`config.mk`:
```
export PLATFORM = sky130hd
export DESIGN_NAME = dmem_arbiter_flat
export DESIGN_NICKNAME = d
export VERILOG_FILES = /design/src/rtl/dmem_arbiter_pkg.sv /design/src/rtl/dmem_arbiter_if.sv /design/src/rtl/dmem_arbiter_rr_arb2.sv /design/src/rtl/dmem_arbiter.sv /design/src/flat_wrapper.sv
export SDC_FILE = /design/constraint.sdc
export NUM_CORES = 1
export LEC_CHECK = 0
export BUFFER_PORTS_ARGS = -buffer_cell sky130_fd_sc_hd__buf_2
export CORE_ASPECT_RATIO = 0.75
export CORE_MARGIN = 3
export CORE_UTILIZATION = 42
export DETAILED_ROUTE_END_ITERATION = 7
export PLACE_DENSITY = 0.78
export SLEW_MARGIN = 5
export SYNTH_ARGS = -nofsm -noshare
export SYNTH_HDL_FRONTEND = slang
export SYNTH_SLANG_ARGS = --single-unit
```
`constraint.sdc`:
```
create_clock -name clk -period 2.1 [get_ports clk]
set_clock_uncertainty 0.15 [all_clocks]
set_input_delay 0.315 -clock clk [delete_from_list [all_inputs] [get_ports clk]]
set_output_delay 0.315 -clock clk [all_outputs]
set_load 0.02 [all_outputs]
```
`src/rtl/dmem_arbiter_pkg.sv`:
```
// -----------------------------------------------------------------------------
// dmem_arb_pkg
//
// Shared types and constants for the data-memory arbiter slice:
//   - state_e / ST_* : sequencer states (IDLE, BUSY, DONE). The ST_* constants
//                      are plain 2-bit values so the state register can stay
//                      a simple logic vector.
//   - PORT_MEM/LDR   : requester indices (0 = pipeline MEM stage,
//                      1 = loader/debug port).
//   - op_e           : latched access type.
//   - addr_misaligned: helper used when the alignment check is compiled in.
// -----------------------------------------------------------------------------
package dmem_arb_pkg;

  typedef enum logic [1:0] {
    IDLE = 2'd0,
    BUSY = 2'd1,
    DONE = 2'd2
  } state_e;

  localparam logic [1:0] ST_IDLE = IDLE;
  localparam logic [1:0] ST_BUSY = BUSY;
  localparam logic [1:0] ST_DONE = DONE;

  localparam logic PORT_MEM = 1'b0;
  localparam logic PORT_LDR = 1'b1;

  typedef enum logic {
    OP_RD = 1'b0,
    OP_WR = 1'b1
  } op_e;

  // Word accesses must sit on a 4-byte boundary.
  function automatic logic addr_misaligned(input logic [1:0] lsb);
    return (lsb != 2'b00);
  endfunction

endpackage

```
`src/rtl/dmem_arbiter_if.sv`:
```
// -----------------------------------------------------------------------------
// dmem_arbiter_if
//
// Bundles the two requester ports and the single memory port of the data
// memory arbiter.
//
// Handshake: a requester raises read and/or write together with stable
// addr/wdata and holds all of them until it sees its one-cycle done pulse.
// done is the only acknowledgement; there is no separate ready. When read
// and write are both high the access is a read. rdata is valid from the done
// cycle and holds until the next read on that port.
//
// Signals:
//   p0_* : pipeline MEM-stage requester (read, write, addr, wdata, rdata, done)
//   p1_* : loader/debug requester       (read, write, addr, wdata, rdata, done)
//   mem_*: memory strobes, address, write data, read data
//   err  : alignment error flag, high with done (alignment check builds only)
//
// Modports:
//   slave  : the arbiter side
//   master : the environment side (requesters + memory)
// -----------------------------------------------------------------------------
interface dmem_arbiter_if #(
  parameter int AW = 32,
  parameter int DW = 32
);

  logic          p0_read;
  logic          p0_write;
  logic [AW-1:0] p0_addr;
  logic [DW-1:0] p0_wdata;
  logic [DW-1:0] p0_rdata;
  logic          p0_done;

  logic          p1_read;
  logic          p1_write;
  logic [AW-1:0] p1_addr;
  logic [DW-1:0] p1_wdata;
  logic [DW-1:0] p1_rdata;
  logic          p1_done;

  logic          mem_read;
  logic          mem_write;
  logic [AW-1:0] mem_addr;
  logic [DW-1:0] mem_wdata;
  logic [DW-1:0] mem_rdata;

  logic          err;

  modport slave (
    input  p0_read, p0_write, p0_addr, p0_wdata,
    output p0_rdata, p0_done,
    input  p1_read, p1_write, p1_addr, p1_wdata,
    output p1_rdata, p1_done,
    output mem_read, mem_write, mem_addr, mem_wdata,
    input  mem_rdata,
    output err
  );

  modport master (
    output p0_read, p0_write, p0_addr, p0_wdata,
    input  p0_rdata, p0_done,
    output p1_read, p1_write, p1_addr, p1_wdata,
    input  p1_rdata, p1_done,
    input  mem_read, mem_write, mem_addr, mem_wdata,
    output mem_rdata,
    input  err
  );

endinterface

```
`src/rtl/dmem_arbiter_rr_arb2.sv`:
```
// -----------------------------------------------------------------------------
// rr_arb2
//
// Two-way round-robin arbiter, purely combinational.
//
// Ports:
//   i_req[1:0]  : request vector (bit 0 = PORT_MEM, bit 1 = PORT_LDR)
//   i_last      : index of the port granted most recently
//   o_gnt[1:0]  : one-hot grant, all zero when nothing requests
//   o_gnt_idx   : index of the granted port (0 when nothing requests)
//
// A lone requester always wins. On contention the port that did not win
// last time is chosen, so each port waits for at most one foreign access.
// -----------------------------------------------------------------------------
module rr_arb2
  import dmem_arb_pkg::*;
(
  input  logic [1:0] i_req,
  input  logic       i_last,
  output logic [1:0] o_gnt,
  output logic       o_gnt_idx
);

  always_comb begin
    o_gnt     = 2'b00;
    o_gnt_idx = PORT_MEM;
    case (i_req)
      2'b01: begin
        o_gnt     = 2'b01;
        o_gnt_idx = PORT_MEM;
      end
      2'b10: begin
        o_gnt     = 2'b10;
        o_gnt_idx = PORT_LDR;
      end
      2'b11: begin
        if (i_last == PORT_MEM) begin
          o_gnt     = 2'b10;
          o_gnt_idx = PORT_LDR;
        end else begin
          o_gnt     = 2'b01;
          o_gnt_idx = PORT_MEM;
        end
      end
      default: begin
        o_gnt     = 2'b00;
        o_gnt_idx = PORT_MEM;
      end
    endcase
  end

endmodule

```
`src/rtl/dmem_arbiter.sv`:
```
// -----------------------------------------------------------------------------
// dmem_arbiter
//
// Arbiter and access sequencer in front of the single-port data memory.
// Port 0 is the pipeline MEM stage, port 1 the loader/debug port. Accesses
// are serialised: one grant is taken in IDLE, the memory strobe is held for
// 1 + WAIT_CYCLES cycles in BUSY, and the granted port gets a one-cycle done
// pulse in DONE. Request at cycle t -> strobes t+1..t+1+WAIT_CYCLES,
// done at t+2+WAIT_CYCLES, next grant no earlier than t+3+WAIT_CYCLES.
//
// Parameters:
//   AW          : address width
//   DW          : data width
//   WAIT_CYCLES : extra strobe cycles beyond the first (0..15)
//
// Ports:
//   clk         : rising-edge clock
//   rst_n       : asynchronous active-low reset
//   bus         : dmem_arbiter_if.slave (requesters, memory port, err)
//   o_dbg_state : current sequencer state (ST_* encoding)
//
// Build option:
//   DMEM_ARB_ALIGN_CHECK_EN : when defined, a granted access whose
//   addr[1:0] != 0 skips BUSY, never raises a strobe, and completes with
//   err high in the done cycle. When undefined err is tied 0 and every
//   address is passed through as given.
// -----------------------------------------------------------------------------
module dmem_arbiter
  import dmem_arb_pkg::*;
#(
  parameter int AW          = 32,
  parameter int DW          = 32,
  parameter int WAIT_CYCLES = 0
) (
  input  logic          clk,
  input  logic          rst_n,
  dmem_arbiter_if.slave bus,
  output logic [1:0]    o_dbg_state
);

  localparam logic [3:0] LP_WAIT = WAIT_CYCLES[3:0];

  // ---------------------------------------------------------------------------
  // Registers
  // ---------------------------------------------------------------------------
  logic [1:0]    r_state;
  logic          r_last;     // most recently granted port
  logic [3:0]    r_cnt;      // remaining extra strobe cycles
  logic          r_gnt;      // port owning the current access
  op_e           r_op;
  logic [AW-1:0] r_addr;
  logic [DW-1:0] r_wdata;
  logic [DW-1:0] r_p0_rdata;
  logic [DW-1:0] r_p1_rdata;
`ifdef DMEM_ARB_ALIGN_CHECK_EN
  logic          r_err;      // current access was rejected as misaligned
`endif

  // ---------------------------------------------------------------------------
  // Arbitration and operand selection
  // ---------------------------------------------------------------------------
  logic [1:0]    w_req;
  logic [1:0]    w_gnt;
  logic          w_gnt_idx;
  logic          w_sel_read;
  logic [AW-1:0] w_sel_addr;
  logic [DW-1:0] w_sel_wdata;

  assign w_req = {bus.p1_read | bus.p1_write, bus.p0_read | bus.p0_write};

  rr_arb2 u_rr_arb2 (
    .i_req     (w_req),
    .i_last    (r_last),
    .o_gnt     (w_gnt),
    .o_gnt_idx (w_gnt_idx)
  );

  // Read wins when a port raises both read and write.
  assign w_sel_read  = (w_gnt[0] & bus.p0_read) | (w_gnt[1] & bus.p1_read);
  assign w_sel_addr  = w_gnt[1] ? bus.p1_addr  : bus.p0_addr;
  assign w_sel_wdata = w_gnt[1] ? bus.p1_wdata : bus.p0_wdata;

`ifdef DMEM_ARB_ALIGN_CHECK_EN
  logic w_misalign;
  assign w_misalign = addr_misaligned(w_sel_addr[1:0]);
`endif

  // ---------------------------------------------------------------------------
  // Sequencer
  // ---------------------------------------------------------------------------
  always_ff @(posedge clk or negedge rst_n) begin
    if (!rst_n) begin
      r_state    <= ST_IDLE;
      r_last     <= PORT_LDR;   // so port 0 wins the first contended grant
      r_cnt      <= 4'd0;
      r_gnt      <= PORT_MEM;
      r_op       <= OP_RD;
      r_addr     <= '0;
      r_wdata    <= '0;
      r_p0_rdata <= '0;
      r_p1_rdata <= '0;
`ifdef DMEM_ARB_ALIGN_CHECK_EN
      r_err      <= 1'b0;
`endif
    end else begin
      case (r_state)
        ST_IDLE: begin
          if (|w_req) begin
            r_gnt   <= w_gnt_idx;
            r_last  <= w_gnt_idx;
            r_op    <= w_sel_read ? OP_RD : OP_WR;
            r_addr  <= w_sel_addr;
            r_wdata <= w_sel_wdata;
            r_cnt   <= LP_WAIT;
`ifdef DMEM_ARB_ALIGN_CHECK_EN
            // A misaligned access is acknowledged without touching memory.
            if (w_misalign) begin
              r_err   <= 1'b1;
              r_state <= ST_DONE;
            end else begin
              r_err   <= 1'b0;
              r_state <= ST_BUSY;
            end
`else
            r_state <= ST_BUSY;
`endif
          end
        end

        ST_BUSY: begin
          // Memory read data is sampled on the last strobe cycle only.
          if (r_cnt == 4'd0) begin
            if (r_op == OP_RD) begin
              if (r_gnt == PORT_MEM) begin
                r_p0_rdata <= bus.mem_rdata;
              end else begin
                r_p1_rdata <= bus.mem_rdata;
              end
            end
            r_state <= ST_DONE;
          end else begin
            r_cnt <= r_cnt - 4'd1;
          end
        end

        ST_DONE: begin
          // Requests present here are left for the next IDLE cycle.
          r_state <= ST_IDLE;
        end

        default: begin
          r_state <= ST_IDLE;
        end
      endcase
    end
  end

  // ---------------------------------------------------------------------------
  // Outputs (decoded from registers so reset clears them immediately)
  // ---------------------------------------------------------------------------
  assign bus.mem_read  = (r_state == ST_BUSY) && (r_op == OP_RD);
  assign bus.mem_write = (r_state == ST_BUSY) && (r_op == OP_WR);
  assign bus.mem_addr  = r_addr;
  assign bus.mem_wdata = r_wdata;

  assign bus.p0_done   = (r_state == ST_DONE) && (r_gnt == PORT_MEM);
  assign bus.p1_done   = (r_state == ST_DONE) && (r_gnt == PORT_LDR);
  assign bus.p0_rdata  = r_p0_rdata;
  assign bus.p1_rdata  = r_p1_rdata;

`ifdef DMEM_ARB_ALIGN_CHECK_EN
  assign bus.err = (r_state == ST_DONE) && r_err;
`else
  assign bus.err = 1'b0;
`endif

  assign o_dbg_state = r_state;

endmodule

```
`src/flat_wrapper.sv`:
```
// flat-port wrapper written by rule: the top's interface ports become plain ports
module dmem_arbiter_flat import dmem_arb_pkg::*;
#(
  parameter int AW          = 32,
  parameter int DW          = 32,
  parameter int WAIT_CYCLES = 0
)
  (clk, rst_n, o_dbg_state, bus_p0_read, bus_p0_write, bus_p0_addr, bus_p0_wdata, bus_p0_rdata, bus_p0_done, bus_p1_read, bus_p1_write, bus_p1_addr, bus_p1_wdata, bus_p1_rdata, bus_p1_done, bus_mem_read, bus_mem_write, bus_mem_addr, bus_mem_wdata, bus_mem_rdata, bus_err);
  dmem_arbiter_if #(.AW(AW), .DW(DW)) bus_i ();
  input  logic clk;
  input  logic rst_n;
  output logic [1:0] o_dbg_state;
  input wire logic [$bits(bus_i.p0_read)-1:0] bus_p0_read;
  input wire logic [$bits(bus_i.p0_write)-1:0] bus_p0_write;
  input wire logic [$bits(bus_i.p0_addr)-1:0] bus_p0_addr;
  input wire logic [$bits(bus_i.p0_wdata)-1:0] bus_p0_wdata;
  output wire logic [$bits(bus_i.p0_rdata)-1:0] bus_p0_rdata;
  output wire logic [$bits(bus_i.p0_done)-1:0] bus_p0_done;
  input wire logic [$bits(bus_i.p1_read)-1:0] bus_p1_read;
  input wire logic [$bits(bus_i.p1_write)-1:0] bus_p1_write;
  input wire logic [$bits(bus_i.p1_addr)-1:0] bus_p1_addr;
  input wire logic [$bits(bus_i.p1_wdata)-1:0] bus_p1_wdata;
  output wire logic [$bits(bus_i.p1_rdata)-1:0] bus_p1_rdata;
  output wire logic [$bits(bus_i.p1_done)-1:0] bus_p1_done;
  output wire logic [$bits(bus_i.mem_read)-1:0] bus_mem_read;
  output wire logic [$bits(bus_i.mem_write)-1:0] bus_mem_write;
  output wire logic [$bits(bus_i.mem_addr)-1:0] bus_mem_addr;
  output wire logic [$bits(bus_i.mem_wdata)-1:0] bus_mem_wdata;
  input wire logic [$bits(bus_i.mem_rdata)-1:0] bus_mem_rdata;
  output wire logic [$bits(bus_i.err)-1:0] bus_err;
  assign bus_i.p0_read = bus_p0_read;
  assign bus_i.p0_write = bus_p0_write;
  assign bus_i.p0_addr = bus_p0_addr;
  assign bus_i.p0_wdata = bus_p0_wdata;
  assign bus_p0_rdata = bus_i.p0_rdata;
  assign bus_p0_done = bus_i.p0_done;
  assign bus_i.p1_read = bus_p1_read;
  assign bus_i.p1_write = bus_p1_write;
  assign bus_i.p1_addr = bus_p1_addr;
  assign bus_i.p1_wdata = bus_p1_wdata;
  assign bus_p1_rdata = bus_i.p1_rdata;
  assign bus_p1_done = bus_i.p1_done;
  assign bus_mem_read = bus_i.mem_read;
  assign bus_mem_write = bus_i.mem_write;
  assign bus_mem_addr = bus_i.mem_addr;
  assign bus_mem_wdata = bus_i.mem_wdata;
  assign bus_i.mem_rdata = bus_mem_rdata;
  assign bus_err = bus_i.err;
  dmem_arbiter #(.AW(AW), .DW(DW), .WAIT_CYCLES(WAIT_CYCLES)) u_core (.clk(clk), .rst_n(rst_n), .bus(bus_i), .o_dbg_state(o_dbg_state));
endmodule
```
==> qor.csv <==
stage,metric,value,unit
routing,routed len/inst,19.1,microns
routing,DR pass1 iterations,5,
place,DP Wirelength,13.2,mm
timing,Tightest Pin Transition,0.586,ns
power_and_ir_drop,switch share,40.0,%
layout,nets@finish,982,
power_and_ir_drop,part of the power in registers,30.9,%
clock_network,post-CTS setup buffer count,0,
power_and_ir_drop,P_leak,4.08,nW
layout,Final Instance Count excl. Fillers,1023,
layout,Seq. cell area,3430,sq um
global_routing,pin count of the biggest net entering global routing,65,
synthesis,Avg Inst Size Synth,12.4,sq um
synthesis,"count leader, synth",dfrtp_1,
critical_path,r2r endpoint,u_core.bus.p0_rdata[24]$_DFFE_PN0P_,
critical_path,flop-to-flop setup slack,0.02,ns
global_routing,global-route wire length before repair,30.9,mm
clock_network,CTS root buf,clkbuf_16,
critical_path,r2r worst-path depth,6,
routing,final wirelength,19.5,mm
power_and_ir_drop,Sw Pwr,0.00612,W
status,status,finished clean,
floorplan,full die area,16200,sq um
power_and_ir_drop,Logic pwr share,47.8,%
synthesis,Post-synth ARST share,100,%
routing,DRC viols,0,
timing,Slew Limit Fails,0,
global_routing,initial antenna violation count,1,
floorplan,width of the die,146,microns
clock_network,CTS tree,done,
timing,Rel. slew slack,60.9,%
synthesis,YS warnings,0,
clock_network,maximum buffer depth of the clock tree,2,
synthesis,Mapped Cells,496,
power_and_ir_drop,clock share of power,21.3,%
synthesis,"Primary FF master, synth",dfrtp_1,
global_routing,final global-route overflow total,0,
layout,area of the multi-input gates,2510,sq um
critical_path,CP required,2.24,ns
timing,Final Setup Violations,0,
critical_path,crit path kind,reg2reg,
clock_network,CTS sink cnt,137,
synthesis,Area contributors post-synth,"dfrtp_1 55%, mux2_2 12%, a2bb2oi_1 9.1%",
routing,Final ANT Viol Nets,0,
place,GPL Wtd Cong,0.847,
clock_network,Num CTS Buffers,17,
worst_hold_path,Worst Hold Launch,bus_p0_wdata[16],
global_routing,vias in the first global route,5763,
timing,fin crit period,2.08,ns
job,Max-Cap Viols,0,
timing,Final Hold Viols,0,
floorplan,Row Count,37,
floorplan,total core area,14000,sq um
synthesis,post-synthesis cell type count,37,
routing,initial drt markers,372,
synthesis,Post-Syn Area,6160,sq um
timing,final worst-path cycle share,99.3,%
synthesis,cell taking the most area after synthesis,dfrtp_1,
critical_path,"Max FO, Critical Path",32,
critical_path,CP startpoint kind,register,
clock_network,clock latency on the worst-skew pair,0.40,ns
layout,layout cells sized above 1,52.4,%
layout,# fillers,1088,
floorplan,starting density of the core,43.9,%
critical_path,Critical Path Sink Type,register,
global_routing,gr usage total,23.5,%
power_and_ir_drop,Design Power,0.0153,W
timing,Peak Freq,480,MHz
layout,synth-to-layout area growth,46.2,%
power_and_ir_drop,Peak VDD IR,0.761,mV
clock_network,clock slew at reported path FFs,0.06,ns
place,I/O Buffers,299,
routing,Vias,5756,
worst_hold_path,hold depth,3,
synthesis,register area share after synthesis,55.7,%
critical_path,reg2reg start,u_core.r_cnt[1]$_DFFE_PN0P_,
synthesis,"Net Count, Synth",664,
layout,final core occ,64.2,%
synthesis,Synth top area share,55.3,%
routing,DR vias/cell,5.63,
synthesis,Post-synth EDFFs,0,
synthesis,Synth top cells by count,"136 x dfrtp_1, 71 x o21ai_0, 64 x a2bb2oi_1, 64 x a311oi_1, 64 x mux2_2",
worst_hold_path,hold worst-path end,u_core.bus.mem_wdata[16]$_DFFE_PN0P_,
power_and_ir_drop,Power Density,1700,nW/um^2
floorplan,die height,111,microns
clock_network,H-tree levels,4,
critical_path,"Arr. time, crit path",2.22,ns
timing,RSZ-0062 raised after global routing,yes,
worst_hold_path,worst min path class,in2reg,
timing,Fin Setup TNS,0,ns
floorplan,I/O pins,301,
synthesis,Yosys reg bits,137,
power_and_ir_drop,P_int,0.00920,W
place,placed cell count,955,
flip-flops by register name, indices dropped and copies added, names as in the netlist:
name and count:
u_core.r_op 1, u_core.r_gnt 1, u_core.bus.mem_wdata 32, u_core.o_dbg_state 2, u_core.bus.p1_rdata 32, u_core.bus.mem_addr 32, u_core.bus.p0_rdata 32, u_core.r_last 1
u_core.r_cnt 4
per-stage QoR:
step	setup slack, ns	area [sq um]	hold WS (ns)
finish	0.0151	9000	0.0164
global route	-0.0359	9000	0.00151
detailed placement	-0.00130	8000	0.138
global placement	0.0417	8000	0.132
CTS	0.00182	8960	0.000653
floorplan	-0.0433	6180	-0.131
routing by layer:
layer,track usage (%),share of wire (%),up-vias
li1,-,-,2587
met1,31.2,42,2783
met2,37.3,47,335
met3,5.35,7.3,51
met4,9.80,3.5,0
met5,0,0,-
power groups by stage:
stage	clock network [W]	logic, W	registers (W)
final	0.00327	0.00732	0.00474
after global routing	0.00345	0.00778	0.00490
after CTS	0.00333	0.00735	0.00472
after detailed placement	0	0.00730	0.00473
after global placement	0	0.00718	0.00471
after floorplan	0	0.00320	0.00627
cell families after synthesis:
logic type	count (synthesis)	share of synthesized area, %
and+or+nand+nor	23	2.54
DFF	137	55.7
adders and majority gates	2	0.406
muxes	67	12.2
other	1	0.0609
AOI/OAI and AO/OA	205	24.7
buffers and inverters	61	4.39
timing repair:
action | in CTS | in global routing
hold buffers | 31 | 4
hold endpoints to repair | 87 | 4
gates resized for setup | 0 | 1
setup endpoints to repair | 0 | 32
layout by cell type (no fill, tap or decap), types with 4 or more instances in the layout:
master         Yosys  routed
a311oi_1          64      64
buf_4              1      13
clkinv_4           0       4
dlygate4sd3_1      0      35
a2bb2oi_1         64      64
buf_2             12     298
bufinv_16          0       4
dfrtp_1          136     136
o21ai_0           71      70
buf_12             0      10
mux2_2            64      64
clkbuf_16          0      17
worst max-delay path, cell delays in order, from the launching register on:
cell and delay [ns]:
dfrtp_1 0.39, inv_2 0.09, ha_4 0.13, or3b_4 0.39, nor4_4 0.19, buf_12 0.25
mux2_2 0.36
how the worst max path moves through the flow:
stage,to,depth (start not counted),from,slack [ns]
global route,u_core.bus.p0_rdata[20]$_DFFE_PN0P_,6,u_core.r_cnt[1]$_DFFE_PN0P_,-0.04
global placement,u_core.bus.p0_rdata[28]$_DFFE_PN0P_,6,u_core.r_cnt[1]$_DFFE_PN0P_,0.04
detailed placement,u_core.bus.p0_rdata[24]$_DFFE_PN0P_,6,u_core.r_cnt[0]$_DFFE_PN0P_,-0.001
CTS,u_core.bus.p0_rdata[2]$_DFFE_PN0P_,6,u_core.r_cnt[0]$_DFFE_PN0P_,0.002
floorplan,u_core.bus.p0_rdata[11]$_DFFE_PN0P_,7,u_core.r_cnt[0]$_DFFE_PN0P_,-0.04
finish,u_core.bus.p0_rdata[24]$_DFFE_PN0P_,6,u_core.r_cnt[1]$_DFFE_PN0P_,0.02
cell type report:
class / count / area share, %
diodes: 1 / 0.0278
well taps: 195 / 2.71
clock inverters: 14 / 2.35
repair buffers: 357 / 23.9
flip-flops and latches: 137 / 38.1
multi-input cells: 298 / 27.9
inverters: 3 / 0.125
clock buffers: 18 / 4.88
Power figures use the tool's default switching activity.
